[src/rtl/control_unit_param_if.sv]
// Control bundle between the sequencer and the register-file/ALU datapath.
// master = control unit (drives enables/selects), slave = datapath side (drives run/instruction).
interface control_unit_param_if #(
    parameter int NUM_REGS = 8,
    parameter int INST_W   = 16,
    parameter int ALU_W    = 3
);
    localparam int RW = (NUM_REGS > 1) ? $clog2(NUM_REGS) : 1;
    localparam int IW = INST_W - 2*RW - 2;

    logic                run;
    logic [INST_W-1:0]   reg_inst;
    logic                en_i;
    logic                en_s;
    logic                en_c;
    logic [NUM_REGS-1:0] en_r;
    logic [RW-1:0]       mux_sel;
    logic [1:0]          wb_src;
    logic [IW-1:0]       imm;
    logic [ALU_W-1:0]    alu_sel;
    logic                busy;
    logic                done;
    logic                err;

    modport master (
        input  run, reg_inst,
        output en_i, en_s, en_c, en_r, mux_sel, wb_src, imm, alu_sel, busy, done, err
    );

    modport slave (
        output run, reg_inst,
        input  en_i, en_s, en_c, en_r, mux_sel, wb_src, imm, alu_sel, busy, done, err
    );
endinterface

[src/rtl/control_unit_param.sv]
// Multi-cycle sequencer: fetch -> decode -> (load S, exec C) -> write-back, or error pulse.
// Latency: done FETCH_WAIT+5 cycles after run (ALU), FETCH_WAIT+3 (MV/MVI/illegal); run ignored while busy.
module control_unit_param #(
    parameter int NUM_REGS   = 8,
    parameter int INST_W     = 16,
    parameter int ALU_W      = 3,
    parameter int FETCH_WAIT = 0
) (
    input  logic                  clk,
    input  logic                  rst_n,
    control_unit_param_if.master  bus
);
    localparam int RW = (NUM_REGS > 1) ? $clog2(NUM_REGS) : 1;
    localparam int IW = INST_W - 2*RW - 2;

    localparam logic [1:0] OP_ALU = 2'b00;
    localparam logic [1:0] OP_MV  = 2'b01;
    localparam logic [1:0] OP_MVI = 2'b10;
    localparam logic [1:0] OP_ILL = 2'b11;

    typedef enum logic [2:0] {
        S_IDLE, S_FETCH, S_DECODE, S_LOAD_S, S_EXEC_C, S_WB, S_ERR
    } state_t;

    state_t           state_q, state_d;
    logic [3:0]       wait_q, wait_d;
    logic [RW-1:0]    rx_q, rx_d, ry_q, ry_d;
    logic [1:0]       op_q, op_d;
    logic [ALU_W-1:0] alu_q, alu_d;
    logic [IW-1:0]    imm_q, imm_d;

    logic [RW-1:0]    rx_f, ry_f;
    logic [1:0]       op_f;
    logic             rx_bad, ry_bad, fetch_last;

    logic                en_i_w, en_s_w, en_c_w, busy_w, done_w, err_w;
    logic [NUM_REGS-1:0] en_r_w;
    logic [RW-1:0]       mux_w;
    logic [1:0]          wb_w;
    logic [ALU_W-1:0]    alu_w;
    logic [IW-1:0]       imm_w;

    assign rx_f       = bus.reg_inst[INST_W-1 -: RW];
    assign ry_f       = bus.reg_inst[INST_W-1-RW -: RW];
    assign op_f       = bus.reg_inst[INST_W-1-2*RW -: 2];
    assign rx_bad     = (32'(rx_f) >= 32'(NUM_REGS));
    assign ry_bad     = (32'(ry_f) >= 32'(NUM_REGS));
    assign fetch_last = (wait_q == 4'(FETCH_WAIT));

    always_ff @(posedge clk or negedge rst_n) begin
        if (!rst_n) begin
            state_q <= S_IDLE;
            wait_q  <= '0;
            rx_q    <= '0;
            ry_q    <= '0;
            op_q    <= '0;
            alu_q   <= '0;
            imm_q   <= '0;
        end else begin
            state_q <= state_d;
            wait_q  <= wait_d;
            rx_q    <= rx_d;
            ry_q    <= ry_d;
            op_q    <= op_d;
            alu_q   <= alu_d;
            imm_q   <= imm_d;
        end
    end

    always_comb begin
        state_d = state_q;
        wait_d  = wait_q;
        rx_d    = rx_q;
        ry_d    = ry_q;
        op_d    = op_q;
        alu_d   = alu_q;
        imm_d   = imm_q;
        en_i_w  = 1'b0;
        en_s_w  = 1'b0;
        en_c_w  = 1'b0;
        en_r_w  = '0;
        mux_w   = '0;
        wb_w    = 2'b00;
        alu_w   = '0;
        done_w  = 1'b0;
        err_w   = 1'b0;

        case (state_q)
            S_IDLE: begin
                wait_d = '0;
                if (bus.run) state_d = S_FETCH;
            end
            S_FETCH: begin
                if (fetch_last) begin
                    en_i_w  = 1'b1;
                    state_d = S_DECODE;
                end else begin
                    wait_d = wait_q + 4'd1;
                end
            end
            S_DECODE: begin
                // Fields are frozen here so later reg_inst changes cannot disturb this instruction
                rx_d  = rx_f;
                ry_d  = ry_f;
                op_d  = op_f;
                alu_d = bus.reg_inst[ALU_W+1:2];
                imm_d = bus.reg_inst[IW-1:0];
                if (op_f == OP_ILL || rx_bad || (op_f != OP_MVI && ry_bad))
                    state_d = S_ERR;
                else if (op_f == OP_ALU)
                    state_d = S_LOAD_S;
                else
                    state_d = S_WB;
            end
            S_LOAD_S: begin
                en_s_w  = 1'b1;
                mux_w   = rx_q;
                state_d = S_EXEC_C;
            end
            S_EXEC_C: begin
                en_c_w  = 1'b1;
                mux_w   = ry_q;
                alu_w   = alu_q;
                state_d = S_WB;
            end
            S_WB: begin
                for (int i = 0; i < NUM_REGS; i++) en_r_w[i] = (rx_q == RW'(i));
                done_w = 1'b1;
                if (op_q == OP_ALU)     wb_w = 2'b01;
                else if (op_q == OP_MV) mux_w = ry_q;
                else                    wb_w = 2'b10;
                state_d = S_IDLE;
            end
            S_ERR: begin
                done_w  = 1'b1;
                err_w   = 1'b1;
                state_d = S_IDLE;
            end
            default: state_d = S_IDLE;
        endcase

        busy_w = (state_q != S_IDLE);
        imm_w  = busy_w ? imm_q : '0;
    end

    assign bus.en_i    = en_i_w;
    assign bus.en_s    = en_s_w;
    assign bus.en_c    = en_c_w;
    assign bus.en_r    = en_r_w;
    assign bus.mux_sel = mux_w;
    assign bus.wb_src  = wb_w;
    assign bus.imm     = imm_w;
    assign bus.alu_sel = alu_w;
    assign bus.busy    = busy_w;
    assign bus.done    = done_w;
    assign bus.err     = err_w;
endmodule

[src/flat_wrapper.sv]
// flat-port wrapper written by rule: the top's interface ports become plain ports
module control_unit_param_flat 
#(
    parameter int NUM_REGS   = 8,
    parameter int INST_W     = 16,
    parameter int ALU_W      = 3,
    parameter int FETCH_WAIT = 0
)
  (clk, rst_n, bus_run, bus_reg_inst, bus_en_i, bus_en_s, bus_en_c, bus_en_r, bus_mux_sel, bus_wb_src, bus_imm, bus_alu_sel, bus_busy, bus_done, bus_err);
  control_unit_param_if #(.NUM_REGS(NUM_REGS), .INST_W(INST_W), .ALU_W(ALU_W)) bus_i ();
  input  logic clk;
  input  logic rst_n;
  input wire logic [$bits(bus_i.run)-1:0] bus_run;
  input wire logic [$bits(bus_i.reg_inst)-1:0] bus_reg_inst;
  output wire logic [$bits(bus_i.en_i)-1:0] bus_en_i;
  output wire logic [$bits(bus_i.en_s)-1:0] bus_en_s;
  output wire logic [$bits(bus_i.en_c)-1:0] bus_en_c;
  output wire logic [$bits(bus_i.en_r)-1:0] bus_en_r;
  output wire logic [$bits(bus_i.mux_sel)-1:0] bus_mux_sel;
  output wire logic [$bits(bus_i.wb_src)-1:0] bus_wb_src;
  output wire logic [$bits(bus_i.imm)-1:0] bus_imm;
  output wire logic [$bits(bus_i.alu_sel)-1:0] bus_alu_sel;
  output wire logic [$bits(bus_i.busy)-1:0] bus_busy;
  output wire logic [$bits(bus_i.done)-1:0] bus_done;
  output wire logic [$bits(bus_i.err)-1:0] bus_err;
  assign bus_i.run = bus_run;
  assign bus_i.reg_inst = bus_reg_inst;
  assign bus_en_i = bus_i.en_i;
  assign bus_en_s = bus_i.en_s;
  assign bus_en_c = bus_i.en_c;
  assign bus_en_r = bus_i.en_r;
  assign bus_mux_sel = bus_i.mux_sel;
  assign bus_wb_src = bus_i.wb_src;
  assign bus_imm = bus_i.imm;
  assign bus_alu_sel = bus_i.alu_sel;
  assign bus_busy = bus_i.busy;
  assign bus_done = bus_i.done;
  assign bus_err = bus_i.err;
  control_unit_param #(.NUM_REGS(NUM_REGS), .INST_W(INST_W), .ALU_W(ALU_W), .FETCH_WAIT(FETCH_WAIT)) u_core (.clk(clk), .rst_n(rst_n), .bus(bus_i));
endmodule
[config.mk]
export PLATFORM = sky130hd
export DESIGN_NAME = control_unit_param_flat
export DESIGN_NICKNAME = d
export VERILOG_FILES = /design/src/rtl/control_unit_param_if.sv /design/src/rtl/control_unit_param.sv /design/src/flat_wrapper.sv
export SDC_FILE = /design/constraint.sdc
export NUM_CORES = 1
export LEC_CHECK = 0
export ABC_AREA = 0
export CAP_MARGIN = 40
export CORE_MARGIN = 2
export CORE_UTILIZATION = 25
export CTS_BUF_LIST = sky130_fd_sc_hd__clkbuf_4 sky130_fd_sc_hd__clkbuf_8
export CTS_CLUSTER_SIZE = 25
export DETAILED_ROUTE_END_ITERATION = 16
export GPL_TIMING_DRIVEN = 1
export PLACE_DENSITY_LB_ADDON = 0.05
export SYNTH_ARGS = -nofsm -noshare
export SYNTH_HDL_FRONTEND = slang
export SYNTH_SLANG_ARGS = --single-unit
[constraint.sdc]
create_clock -name clk -period 4.04 [get_ports clk]
set_input_delay 0.808 -clock clk [delete_from_list [all_inputs] [get_ports clk]]
set_output_delay 0.808 -clock clk [all_outputs]
set_load 0.005 [all_outputs]
# After elaboration in Yosys (flattened, before gate mapping)
# Cells that the tools add are included.
[totals]
regBits = 26
inputBits = 19
output_inout_bits = 30
word_cells = 58
[classes]
addsub = 1
eq_ne = 18
n_mux = 22
reduce_logical = 10
[op_table]
columns = ["op", "count"]
rows = [
  ["equality test 3 bit (second input constant)", 7],
  ["two-way mux 3 bit", 7],
  ["two-way mux 8 bit", 2],
  ["case mux 3 bit (5 select lines)", 1],
  ["equality test 3 x 2 -> 1 bit (second input constant)", 4],
  ["case mux 3 bit (3 select lines)", 1],
  ["case mux 4 bit (2 select lines)", 1],
  ["equality test 3 x 1 -> 1 bit (second input constant)", 2],
  ["zero test 3 bit", 2],
  ["two-way mux 1 bit", 6],
  ["two-way mux 2 bit", 3],
  ["adder 4 x 1 -> 4 bit (second input constant)", 1],
  ["zero test 2 bit", 2],
  ["zero test 4 bit", 1],
  ["two-way mux 4 bit", 1],
  ["!= test 2 bit (second input constant)", 2],
  ["AND reduction 2 bit", 2],
  ["nonzero test 3 bit", 1],
  ["equality test 2 x 1 -> 1 bit (second input constant)", 1],
  ["equality test 2 bit (second input constant)", 1],
  ["!= test 2 x 1 -> 1 bit (second input constant)", 1],
  ["nonzero test 2 bit", 1],
  ["OR reduction 2 bit", 1],
]

# Depth between registers and ports, before layout
# Gate-level depths: netlist of run 1.
[depth]
ltp_word = 4
depth_mapped = 5
mapped_depth_nobuf = 5

# Worst setup path before layout of run 1
# OpenSTA, ideal clock, no wires.
[synth_timing]
path_type = "reg2out"
startpoint = "register u_core.state_q[2]"
endpoint = "output bus_imm[0]"
arrival_time_ns = 1.188
required_ns = 3.232
setup_slack_ns = 2.044
stages_incl_launch_ff = 6
path_buffers = 2
path_cell_list = "dfrtp_1 buf_2 or2_2 clkbuf_1 nor2_4 nor2b_1"
[synth_via]
elab_chain_len = 2
[synth_lines]
columns = ["element", "line", "rtl"]
rows = [
  ["from (decl)", "control_unit_param.sv:25", "state_t state_q, state_d;"],
  ["from (signal assigned)", "control_unit_param.sv:60", "state_q <= state_d;"],
  ["nonzero test 3 bit", "control_unit_param.sv:142", "busy_w = (state_q != S_IDLE);"],
  ["two-way mux 8 bit", "control_unit_param.sv:143", "imm_w = busy_w ? imm_q : '0;"],
  ["to (decl)", "flat_wrapper.sv:21", "output wire logic [$bits(bus_i.imm)-1:0] bus_imm;"],
]
# Every way passes these cells.

# Worst setup path after layout of run 1
[layout_timing]
startpoint = "register u_core.state_q[0]"
endpoint = "output bus_en_r[0]"
[layout_via]
elab_chain_len = 2
[layout_lines]
columns = ["element", "line", "rtl"]
rows = [
  ["equality test 3 bit", "control_unit_param.sv:88", "case (state_q)"],
  ["two-way mux 8 bit", "control_unit_param.sv:88", ""],
  ["to (decl)", "flat_wrapper.sv:18", "output wire logic [$bits(bus_i.en_r)-1:0] bus_en_r;"],
]
# Every way passes these cells.

==> run metrics, run 1 <==
CTS Hold Buffers Added=0; CTS H-tree depth=1; Int Pwr=0.785 mW; unrepaired setup endpoints after global routing=no; largest net degree at the start of global routing=19; clock power share=0.122; post-detailed-route count of antenna-violating nets=0; Clock Root Buffer=clkbuf_8; worst IR drop on VDD=0.235 mV; Post-Syn Area=0.00131 mm²; crit-path max FO=17; initial drt markers=32; I/O Pins=49; Rel. slew slack=0.593; antenna violations before repair=0; wire length per cell=12.9 µm; Finished Cell Area=0.00191 mm²; Slowest cell on crit path=dfrtp_1; core area=0.00507 mm²; dominant cells by area after synthesis=dfrtp_1 (44%), mux2_4 (10%), mux2_2 (5.2%); syn nets=147; CTS tree=done; min-delay worst type=reg2reg; total CTS buffers=3; GR Overflow Total=0; Clk pin slew, worst setup/hold paths=90 ps; status=completed; share of cells above drive strength 1=0.145; synthesized area per cell=10.6 µm²; Total Routed Length=3120 µm; worst setup margin=1080 ps; prevailing post-synth register cell=dfrtp_1; Seq pwr share=0.365; Final TNS setup=0 ps; vias in the first global route=1092; CTS max path bufs=2; Pleak=0.776 nW; Worst path top cell family by delay=simple AND/OR/NAND/NOR gates; # port buffers=48; Cells after Synth=124; Post-CTS Setup Repair Bufs=0; Die Span Y=76.4 µm; Gate power share=0.513; final number of setup-violating endpoints=0; # Max-Cap Violations=0; final hold violations=0; most numerous cell in the Yosys netlist=dfrtp_1; clock skew=4.45 ps; drt drc=0; Fmax=338 MHz; Nets=196; dpl cells=238; DRT Pass-1 Iters=4; Startpoint Class=register; ys async rst share=1.00; Slew Limit Fails=0; largest area contributor in the netlist=dfrtp_1; final cell count without fillers=242; Worst path max stage delay=670 ps; register area share after synthesis=0.440; met3 WL=202 µm; DP Area=0.00186 mm²; min Tclk post-route=2960 ps; P per Cell Area=625 mW/mm²; Clock Latency Late Sink=260 ps; DP Worst Slack=1370 ps; total track usage=0.114; Net Sw Frac=0.342; GP Congestion=0.747; Inserted Diodes=0; top sig layer=met4; final worst-path cycle share=0.732; yosys warns=0; Critical Path AT=2150 ps; CTS Sinks=23; Worst Tran Pin Value=609 ps; crit path capture type=output port; Metal-1 WL=1360 µm; Tot Pwr=1.19 mW; initial core utilization=0.258; worst path required time=3230 ps; DR vias=1020; Die Wd=76.4 µm; top cell type's share of synthesized area=0.440; placed wire-length estimate=2380 µm; Yosys cell types=30; NetSw=0.407 mW; DIE AREA=0.00583 mm²; CTS resizes=0; metal2 WL=1540 µm; FF+latch count, synth=23; WP buf/inv=1; num rows=26; CP Cell Sequence=nand3b_1 -> or2_2 -> nor3_1 -> clkdlybuf4s50_1; WS Path Type=reg2out; area growth from synthesis to layout=45.8%; Post-synth EDFFs=0; Commonest cells post-synth=dfrtp_1 (23), nor2_1 (11), inv_1 (9), mux2_4 (9), nor2b_1 (9); Via density=4.21; global-route wire length before repair=5370 µm
==> state kept, by name (all words and copies together), names as in the netlist <==
name / flops
u_core.ry_q: 3
u_core.imm_q: 8
u_core.wait_q: 4
u_core.rx_q: 3
u_core.op_q: 2
u_core.state_q: 3
==> worst reg2reg max path: stages (launching register included) <==
cell and delay [ps]:
dfrtp_1 570, nand2b_4 260, nor2_4 490, mux2_2 410
==> cells by family (layout without fill, tap and decap cells) <==
family	after synthesis	count (layout)	share of synthesized area
AND/OR/NAND/NOR	50	50	0.223
flip-flops	23	23	0.440
multiplexers	17	17	0.170
AO/OA/AOI/OAI	16	16	0.0803
buffers and inverters	14	62	0.0487
adder cells (fa/ha/maj)	4	4	0.0382
==> layout by cell type (no fill, tap or decap) <==
cell / count
o31ai_1: 1
nand2_1: 4
clkinv_2: 1
mux2i_1: 2
o22ai_1: 2
o311ai_0: 1
nand2b_1: 7
ha_1: 4
o21ai_0: 5
nor2_1: 11
nand4b_1: 1
and2_1: 3
buf_8: 1
mux2_2: 6
a21oi_1: 3
nor2_4: 2
dfrtp_1: 23
or2_2: 2
and3_1: 1
nor3b_1: 1
nand3_1: 2
nor2b_1: 9
clkdlybuf4s50_1: 48
nor3_1: 4
nand2b_4: 1
inv_1: 9
o32a_1: 1
nand3b_1: 2
clkbuf_8: 3
mux2_4: 9
a22o_1: 3
==> stage by stage <==
stage / utilization / hold WS (ps)
after floorplan: - / 473
after global placement: 0.364 / 483
after detailed placement: 0.367 / 489
after CTS: 0.376 / 511
after global routing: 0.376 / 527
final: 0.376 / 504
==> final cells by class <==
cell class / instances / area [µm²]
Fill cell: 520 / 3170
Timing Repair Buffer: 49 / 495
Tap cell: 70 / 87.6
Clock buffer: 3 / 41.3
Sequential cell: 23 / 576
Clock inverter: 1 / 5.00
Inverter: 9 / 33.8
Multi-Input combinational cell: 87 / 669
==> worst paths after layout <==
kind | from | end | slack, ps | cells past startpoint
worst max register to register | u_core.state_q[0]$_DFFE_PN0P_ | u_core.imm_q[3]$_DFFE_PN0N_ | 2210 | 3
worst min-delay path | u_core.imm_q[7]$_DFFE_PN0N_ | u_core.imm_q[7]$_DFFE_PN0N_ | 500 | 1
worst min register to register | u_core.imm_q[7]$_DFFE_PN0N_ | u_core.imm_q[7]$_DFFE_PN0N_ | 500 | 1
worst max-delay path | u_core.state_q[0]$_DFFE_PN0P_ | bus_en_r[0] | 1080 | 4
min in group asynchronous | rst_n | u_core.imm_q[3]$_DFFE_PN0N_ | 800 | 1
max in group asynchronous | rst_n | u_core.state_q[0]$_DFFE_PN0P_ | 2810 | 2
==> per-layer routing <==
metal | up-vias | GRT usage
met5 | - | 0
met4 | 0 | 0.0218
met2 | 26 | 0.196
li1 | 517 | -
met1 | 475 | 0.140
met3 | 2 | 0.0379
==> power groups by stage <==
stage               combinational (mW)  clock (mW)  sequential (mW)
floorplan                        0.395           0            0.384
global placement                 0.614           0            0.435
detailed placement               0.619           0            0.439
CTS                              0.624       0.155            0.435
global route                     0.665       0.164            0.454
finish                           0.612       0.146            0.435
Note: power is estimated with default switching activity, not from simulation.
==> inputs of run 2 (changes only) <==
==> constraint.sdc (replaced) <==
create_clock -name clk -period 2.6 [get_ports clk]
set_input_delay 0.52 -clock clk [delete_from_list [all_inputs] [get_ports clk]]
set_output_delay 0.52 -clock clk [all_outputs]
set_load 0.005 [all_outputs]
==> run 2 against run 1 <==
Against the previous run: non-clock buffer count up 3; register-to-register slack worse by 1300 ps; wire length rose by 4.8%; cell count is 1.2% higher; highest routed layer unchanged; total power grew 59%; global-route usage up 0.11 points; first-iteration DRC count up 6.3%; combinational power rose by 65%; critical path type unchanged.
==> run metrics, run 2 (same netlist as run 1, synthesis figures left out) <==
status=completed; placed wire-length estimate=2440 µm; fin util=0.379; CTS tree=done; # Max-Cap Violations=0; Slew Limit Fails=0; Slowest cell on crit path=clkdlybuf4s50_1; antenna violations before repair=0; Startpoint Class=register; worst path required time=2080 ps; CTS Hold Buffers Added=0; total track usage=0.115; CTS max path bufs=2; crit-path max FO=7; min-delay worst type=reg2reg; Clock Root Buffer=clkbuf_8; GP Congestion=0.775; Nets=199; filler instances=524; drt drc=0; clock skew=6.70 ps; vias in the first global route=1084; Clk pin slew, worst setup/hold paths=90 ps; final number of setup-violating endpoints=0; Fmax=408 MHz; Worst Tran Pin Value=615 ps; post-detailed-route count of antenna-violating nets=0; DRT Pass-1 Iters=4; DIE AREA=0.00583 mm²; I/O Pins=49; Final TNS setup=0 ps; min Tclk post-route=2450 ps; Clock Latency Late Sink=270 ps; area growth from synthesis to layout=47.1%; Total Routed Length=3270 µm; max reg flops=8; total CTS buffers=3; Multi-input gate area=669 µm²; Worst path max stage delay=530 ps; P per Cell Area=984 mW/mm²; share of cells above drive strength 1=0.171; Via density=4.31; WS Path Type=reg2out; Die Span Y=76.4 µm; Critical Path AT=1930 ps; CTS H-tree depth=1; GR Overflow Total=0; largest net degree at the start of global routing=24; worst IR drop on VDD=0.355 mV; initial core utilization=0.258; unrepaired setup endpoints after global routing=no; Rel. slew slack=0.589; CTS Sinks=23; most frequent cells in the layout=clkdlybuf4s50_1 (48), dfrtp_1 (21), nor2_1 (11); largest registers=u_core.imm_q (8), u_core.wait_q (4); commonest non-fill, non-tap cell in the layout=clkdlybuf4s50_1; global-route wire length before repair=5400 µm; initial drt markers=34; Pleak=0.786 nW; register area=578 µm²; Inserted Diodes=0; # port buffers=48; Die Wd=76.4 µm; DR vias=1056; final hold violations=0; crit path capture type=output port; num rows=26; wire length per cell=13.3 µm; core area=0.00507 mm²; Largest Register=u_core.imm_q; final worst-path cycle share=0.942; CP Cell Sequence=nand3b_1 -> or2_2 -> nor3_1 -> clkdlybuf4s50_1
run 2: metal layers:
| layer | part of all wire | track usage |
|---|---|---|
| met5 | 0 | 0 |
| met4 | 0.0046 | 0.0218 |
| met3 | 0.048 | 0.0296 |
| met2 | 0.51 | 0.195 |
| met1 | 0.44 | 0.150 |
run 2: power breakdown:
part	leakage [nW]	switching [mW]	total, mW	internal [mW]
logic	0.480	0.384	1.01	0.630
registers	0.280	0.143	0.653	0.510
clock network	0.0255	0.121	0.228	0.107
run 2: repair_timing:
| item | 4_1_cts | 5_1_grt |
|---|---|---|
| endpoints found under the hold margin | 0 | 0 |
| setup endpoints to repair | 0 | 1 |
| setup buffers | 0 | 2 |
| gates resized for setup | 0 | 2 |
run 2: stage by stage:
step                worst slack (ps)  cell area [µm²]  power (mW)  hold WS, ps  std cells
CTS                             22.1             1910        1.91          510        243
global placement                 390             1860        1.65          483        239
detailed placement               343             1860        1.66          488        239
global route                    45.4             1930        2.04          540        245
floorplan                        892             1310        1.21          224        124
finish                           151             1930        1.90          503        245
run 2: area by class of cell:
cell class              count  share of cell area
flip-flops and latches     23               0.300
clock buffers               3              0.0214
clock inverters             1             0.00260
well taps                  70              0.0455
inverters                   9              0.0175
repair buffers             52               0.265
multi-input cells          87               0.348
run 2: final timing paths:
kind,startpoint,to,slack (ps),cells past startpoint
worst max-delay path,u_core.state_q[1]$_DFFE_PN0P_,bus_en_r[0],150,4
worst min-delay path,u_core.imm_q[7]$_DFFE_PN0N_,u_core.imm_q[7]$_DFFE_PN0N_,500,1
worst max register to register,u_core.state_q[0]$_DFFE_PN0P_,u_core.imm_q[4]$_DFFE_PN0N_,930,3
worst min register to register,u_core.imm_q[7]$_DFFE_PN0N_,u_core.imm_q[7]$_DFFE_PN0N_,500,1
max in group asynchronous,rst_n,u_core.state_q[1]$_DFFE_PN0P_,1740,2
min in group asynchronous,rst_n,u_core.wait_q[3]$_DFFE_PN0P_,600,2
run 2: critical path: cells and delay by family, from the launching register on:
kind	cells	cell delay, ps
AND/OR/NAND/NOR	3	680
buffers and inverters	1	530
flip-flops	1	450
